File: src/rtl/ssp_tx_fifo.sv
// SSP transmit FIFO: processor writes pushed on phi1, shifter pops on phi2.
// Occupancy drives the full/empty interrupt pair for the clock management unit.
module ssp_tx_fifo #(
  parameter int DATA_W = 8,
  parameter int DEPTH  = 4,
  parameter int AW     = 2
) (
  input  logic              clk,
  input  logic              clear,
  input  logic              phi1,
  input  logic              phi2,
  input  logic              psel,
  input  logic              pwrite,
  input  logic [DATA_W-1:0] pwdata,
  input  logic              tx_pop,
  input  logic              ovf_clr,
  output logic [DATA_W-1:0] tx_data,
  output logic              tx_valid,
  output logic [AW:0]       count,
  output logic              ovf,
  output logic [1:0]        int_o
);

  localparam logic [AW:0] LP_DEPTH = (AW+1)'(DEPTH);

  logic [DATA_W-1:0] r_mem [DEPTH];
  logic [AW-1:0]     r_wr_ptr;
  logic [AW-1:0]     r_rd_ptr;
  logic [AW:0]       r_count;
  logic              r_ovf;

  logic w_full;
  logic w_empty;
  logic w_wr_req;
  logic w_push;
  logic w_pop;

  assign w_full   = (r_count == LP_DEPTH);
  assign w_empty  = (r_count == '0);
  assign w_wr_req = phi1 & psel & pwrite;
  // Full blocks the push even when a pop frees a slot this cycle.
  assign w_push   = w_wr_req & ~w_full;
  assign w_pop    = phi2 & tx_pop & ~w_empty;

  always_ff @(posedge clk) begin
    if (!clear && w_push) begin
      r_mem[r_wr_ptr] <= pwdata;
    end
  end

  always_ff @(posedge clk) begin
    if (clear) begin
      r_wr_ptr <= '0;
      r_rd_ptr <= '0;
      r_count  <= '0;
      r_ovf    <= 1'b0;
    end else begin
      if (w_push) begin
        r_wr_ptr <= r_wr_ptr + AW'(1);
      end
      if (w_pop) begin
        r_rd_ptr <= r_rd_ptr + AW'(1);
      end
      case ({w_push, w_pop})
        2'b10:   r_count <= r_count + (AW+1)'(1);
        2'b01:   r_count <= r_count - (AW+1)'(1);
        default: r_count <= r_count;
      endcase
      // A new overflow wins over a same-cycle clear request.
      if (w_wr_req && w_full) begin
        r_ovf <= 1'b1;
      end else if (ovf_clr) begin
        r_ovf <= 1'b0;
      end
    end
  end

  assign tx_data  = w_empty ? '0 : r_mem[r_rd_ptr];
  assign tx_valid = ~w_empty;
  assign count    = r_count;
  assign ovf      = r_ovf;
  assign int_o    = {w_full, w_empty};

endmodule

File: config.mk
export PLATFORM = sky130hd
export DESIGN_NAME = ssp_tx_fifo
export DESIGN_NICKNAME = d
export VERILOG_FILES = /design/src/rtl/ssp_tx_fifo.sv
export SDC_FILE = /design/constraint.sdc
export NUM_CORES = 1
export LEC_CHECK = 0
export CORE_MARGIN = 2
export CORE_UTILIZATION = 55
export CTS_CLUSTER_DIAMETER = 150
export DETAILED_ROUTE_END_ITERATION = 10
export PLACE_DENSITY_LB_ADDON = 0.15
export REMOVE_ABC_BUFFERS = 1
export SLEW_MARGIN = 10
export SYNTH_ARGS = -nofsm -noshare
export SYNTH_HDL_FRONTEND = slang
export SYNTH_SLANG_ARGS = --single-unit
File: constraint.sdc
create_clock -name clk -period 4.3 [get_ports clk]
set_input_delay 0.86 -clock clk [delete_from_list [all_inputs] [get_ports clk]]
set_output_delay 0.86 -clock clk [all_outputs]
set_load 0.005 [all_outputs]
==> results of run 1 <==
-- flip-flops by register name, indices dropped and copies added (netlist names), named ones only --
| name | cells |
|---|---|
| r_rd_ptr | 2 |
| r_mem | 32 |
| r_wr_ptr | 2 |
| ovf | 1 |
| count | 3 |
-- power by group through the flow --
| stage | registers (mW) | clock network [mW] | logic [mW] |
|---|---|---|---|
| 2_1_floorplan | 0.455 | 0 | 0.0254 |
| 3_3_place_gp | 0.455 | 0 | 0.0675 |
| 3_5_place_dp | 0.456 | 0 | 0.0702 |
| 4_1_cts | 0.447 | 0.185 | 0.0704 |
| 5_1_grt | 0.448 | 0.200 | 0.0760 |
| 6_report | 0.447 | 0.178 | 0.0696 |
-- synth_stat cells (all sizes together) --
master / n
edfxtp: 32
dfxtp: 10
mux4: 8
nor2b: 8
inv: 7
nor2: 6
a21oi: 5
ha: 5
and2: 4
buf: 4
o21ai: 3
or3: 3
clkbuf: 2
nand3: 2
nor3: 2
xor2: 2
fa: 1
nand2b: 1
nand4: 1
nor3b: 1
o311a: 1
o31ai: 1
or4b: 1
xnor2: 1
-- placed cells by master (no fill, tap or decap), types with 2 or more instances in the layout --
master / instances
edfxtp_1: 32
clkdlybuf4s50_1: 30
dfxtp_1: 10
mux4_2: 8
nor2b_1: 8
inv_1: 7
nor2_1: 6
a21oi_1: 5
ha_1: 5
clkbuf_4: 5
and2_1: 4
o21ai_0: 3
or3_1: 3
nor3_1: 2
nand3_1: 2
xor2_1: 2
-- worst max path at each step --
stage                      end  slack [ps]  cells past startpoint
floorplan             count[2]        1990                      9
global placement      count[2]        1500                     10
detailed placement    count[2]        1400                     10
CTS                 tx_data[0]        1150                      3
global route        tx_data[0]        1060                      3
finish              tx_data[0]        1220                      3
-- cells by family after synthesis --
logic type,synth area share (%)
DFF,66.7
and+or+nand+nor,9.84
buffers and inverters,3.52
AOI/OAI and AO/OA,3.38
muxes,10.3
adders and majority gates,4.74
xor gates and xnor gates,1.51
-- through the flow --
stage,cells,worst slack [ps]
finish,188,1220
global route,188,1060
CTS,188,1150
detailed placement,180,1400
global placement,180,1500
floorplan,105,1990
-- critical path, delay by kind of cell, from the launching register on --
family	cells	cell delay, ps
multiplexers	1	570
AND/OR/NAND/NOR	1	150
buffers and inverters	1	470
flip-flops	1	690
-- layout make-up --
type	instances	area [sq um]	area share [%]
Clock buffer	6	41.3	1.95
Clock inverter	2	8.76	0.413
Inverter	7	26.3	1.24
Multi-Input combinational cell	56	519	24.5
Sequential cell	42	1160	54.8
Tap cell	44	55.1	2.60
Timing Repair Buffer	31	308	14.5
-- per-layer routing --
layer,wire [microns],track usage [%],vias to the layer above
met4,31,8.57,0
li1,-,-,471
met2,1430,30.6,32
met5,0,0,-
met3,181,7.14,4
met1,1250,24.2,479
==> impl_metrics.json, run 1 <==
{
  "vdd_ir_drop_max_uv": 207,
  "grt_antenna_before_repair": 0,
  "hold_path.class": "reg -> reg",
  "netlist_area_sq_mm": 0.00174,
  "die_area_sq_mm": 0.00363,
  "grt_pass1_vias": 1001,
  "critPathMaxFanout": 8,
  "drt_wl_total_mm": 2.89,
  "yosysSeqAreaShare_pct": 66.7,
  "cpPeakStageDelay_ps": 690,
  "fp.coreArea_sq_mm": 0.00303,
  "synthDistinctLibCells": 25,
  "whs_ps": 480,
  "postPlaceCellArea_sq_mm": 0.00207,
  "antenna-diode-count": 0,
  "synth_area_leaders": "edfxtp_1, dfxtp_1, mux4_2, ha_1, nor2b_1",
  "sw_frac_of_total_pct": 21.7,
  "p_switching_mw": 0.150,
  "cts_hold_buf": 0,
  "rsz0062_at_grt": "no",
  "cts_tree": "built",
  "yosysTopAreaCellShare_pct": 55.2,
  "finalCritPeriodShare_pct": 71.7,
  "grtUsageTotal_pct": 19.5,
  "cp.arrival_ps": 2220,
  "maxSlewViolCount": 0,
  "rr_endpoint": "count[2]",
  "holdPathEnd": "ovf",
  "cts_sinks": 42,
  "worstMarginPinSlew_ps": 560,
  "rr_startpoint": "count[2]",
  "whs_path_depth": 2,
  "drc_errors": 0,
  "r2r_setup_slack_ps": 2020,
  "overflow": 0,
  "initial_core_util_pct": 57.5,
  "clkTransAtPathRegs_ps": 110,
  "postRouteAntennaNets": 0,
  "hold_violations": 0,
  "io_pins": 31,
  "post_cts_resized": 0,
  "required_ps": 3440,
  "slew_headroom_pct": 62.4,
  "area_growth_pct": 21.7,
  "p_seq_share_pct": 64.3,
  "drive_above_1_share_pct": 11.8,
  "worstPathCellList": "mux4_2 -> nor2b_1 -> clkdlybuf4s50_1",
  "syn_avg_cell_area_sq_um": 15.7,
  "grt_max_degree": 13,
  "fin_crit_ps": 3080,
  "power_mw": 0.695,
  "crit_slowest_cell": "dfxtp_1",
  "final_area_sq_mm": 0.00212,
  "critical_path_class": "reg -> out",
  "nFillCells": 200,
  "post-cts-setup-buffer-count": 0,
  "p_leak_nw": 0.690,
  "clock_latency_ps": 340,
  "grt_pass1_wl_mm": 4.75,
  "yosys_register_bits": 42,
  "cts_buffers": 5,
  "p_per_area_mw_per_mm2": 328,
  "nets": 165,
  "combPwrFrac_pct": 10.0,
  "clock_power_share_pct": 25.7,
  "die_h_microns": 60.3,
  "routabilityCongestion": 0.634,
  "clock_tree.buffer_depth": 2,
  "r2r_cells": 9,
  "setup_viol": 0,
  "vias_per_cell": 5.24,
  "finClkSkew_ps": 7.24,
  "std_cell_rows": 20,
  "cp-end-kind": "output pin",
  "yosys.area.top_type": "edfxtp_1",
  "num_vias": 986,
  "fin_setup_tns_ps": 0,
  "fmax_mhz": 324,
  "dp_hpwl_mm": 2.06,
  "cp-start-kind": "flip-flop",
  "drt_pass1_iterations": 5,
  "wire_per_inst_microns": 15.4,
  "drtIter0Drc": 47,
  "status": "complete, no violations",
  "dieWidth_microns": 60.3,
  "postLayoutCoreUtil_pct": 70.0,
  "min-delay-start": "ovf",
  "yosys_warnings": 0,
  "h-tree-depth": 2,
  "max_cap_violations": 0,
  "clockRootBuffer": "clkbuf_4",
  "p_int_mw": 0.544,
  "syn_inst": 111,
  "portBuffers": 30
}
(Power assumes the default switching activity.)
==> run 2, diff against run 1 <==
CORE_UTILIZATION = 51   (was 55)
clock period = 3.2 ns   (was 4.3 ns; I/O delays follow)
==> impl_metrics.json, run 2 (synthesis results as in run 1) <==
{
  "postLayoutCoreUtil_pct": 65.2,
  "cts_hold_buf": 0,
  "nets": 166,
  "portBuffers": 30,
  "clock_tree.buffer_depth": 2,
  "required_ps": 2560,
  "finClkSkew_ps": 9.49,
  "die_h_microns": 62.4,
  "antenna-diode-count": 0,
  "rr_endpoint": "count[2]",
  "drc_errors": 0,
  "slew_headroom_pct": 63.3,
  "routabilityCongestion": 0.719,
  "max_cap_violations": 0,
  "cp.arrival_ps": 2180,
  "dieWidth_microns": 62.4,
  "p_per_area_mw_per_mm2": 472,
  "largest_reg_flops": 32,
  "io_pins": 31,
  "drt_pass1_iterations": 4,
  "clkTransAtPathRegs_ps": 120,
  "post-cts-setup-buffer-count": 0,
  "initial_core_util_pct": 52.6,
  "wire_per_inst_microns": 14.8,
  "crit_buf_inv": 1,
  "vdd_ir_drop_max_uv": 234,
  "wl_met3_microns": 129,
  "crit_slowest_cell": "dfxtp_1",
  "critical_path_class": "reg -> out",
  "std_cell_rows": 21,
  "grt_max_degree": 14,
  "h-tree-depth": 2,
  "maxSlewViolCount": 0,
  "fin_setup_tns_ps": 0,
  "rr_startpoint": "count[2]",
  "cp.depth": 3,
  "area_growth_pct": 23.9,
  "status": "complete, no violations",
  "cts_sinks": 42,
  "rsz0062_at_grt": "no",
  "cts_tree": "built",
  "worstMarginPinSlew_ps": 549,
  "fin_crit_ps": 2820,
  "r2r_cells": 9,
  "hold_violations": 0,
  "drive_above_1_share_pct": 13.8,
  "fp.coreArea_sq_mm": 0.00331,
  "path_delay_family": "flip-flops",
  "cts_buffers": 5,
  "highest-signal-layer": "met4",
  "grt_pass1_vias": 1043,
  "layout_commonest_cell": "edfxtp_1",
  "cp-end-kind": "output pin",
  "clockRootBuffer": "clkbuf_4",
  "met1Wirelength_mm": 1.24,
  "grt_antenna_before_repair": 0,
  "worstPathCellList": "mux4_2 -> nor2b_1 -> clkdlybuf4s50_1",
  "clock_latency_ps": 340,
  "cp-start-kind": "flip-flop",
  "p_leak_nw": 0.711,
  "overflow": 0,
  "crit_end": "tx_data[3]",
  "num_vias": 995,
  "drtIter0Drc": 27,
  "final_cell_mix": "edfxtp_1, clkdlybuf4s50_1, dfxtp_1",
  "top_register": "r_mem",
  "wl_met2_mm": 1.39,
  "drt_wl_total_mm": 2.82,
  "r2r_setup_slack_ps": 900,
  "die_area_sq_mm": 0.00390,
  "finalCritPeriodShare_pct": 88.1,
  "dp_hpwl_mm": 1.97,
  "setup_viol": 0,
  "cpPeakStageDelay_ps": 690,
  "vias_per_cell": 5.21,
  "post_cts_resized": 0,
  "hold_path.class": "reg -> reg",
  "postRouteAntennaNets": 0,
  "fmax_mhz": 355,
  "grtUsageTotal_pct": 16.4,
  "grt_pass1_wl_mm": 4.76,
  "critPathMaxFanout": 8
}
==> run 2: routing by layer <==
metal	vias up	GRT usage, %
met2	31	28.2
met3	6	5.05
met4	0	8.06
met1	482	18.6
met5	-	0
li1	476	-
==> run 2: worst register-to-register path: cells and delay by family, from the launching register on <==
kind / cells / cell delay [ps]
flip-flops: 1 / 430
AO/OA/AOI/OAI: 1 / 140
buffers and inverters: 2 / 140
adder cells (fa/ha/maj): 2 / 550
AND/OR/NAND/NOR: 3 / 830
XOR/XNOR: 1 / 160
==> run 2: worst min-delay path by stage <==
stage,endpoint,cells after the start,startpoint
floorplan,flip-flop,2,r_rd_ptr[1]
global placement,ovf,2,ovf
detailed placement,ovf,2,ovf
CTS,ovf,2,ovf
global route,ovf,2,ovf
finish,ovf,2,ovf
==> run 2: area by class of cell <==
class	count	area (sq um)
Multi-Input combinational cell	56	519
Tap cell	46	57.6
Clock buffer	5	37.5
Inverter	7	26.3
Sequential cell	42	1160
Clock inverter	3	40.0
Timing Repair Buffer	32	315
Fill cell	260	1150
==> run 2: per-stage QoR <==
step                instances  setup WS [ps]  power, mW  cell area, sq um  hold slack (ps)
detailed placement        183            530      0.707              2080              472
finish                    191            380       1.02              2160              487
global route              191            221       1.06              2160              508
floorplan                 105           1110      0.645              1710              452
global placement          183            628      0.705              2080              463
CTS                       191            314       1.03              2160              492
==> run 2: report_power, final <==
group / internal, mW / switching, mW / total (mW) / leakage (nW)
Sequential: 0.592 / 0.00792 / 0.600 / 0.369
Combinational: 0.0583 / 0.0356 / 0.0938 / 0.296
Clock: 0.162 / 0.162 / 0.324 / 0.0450
==> run 3, diff against run 2 <==
CAP_MARGIN = 20   (was default)
==> results of run 3 <==
No change in the layout: final DEF, timing and power equal those of run 2.
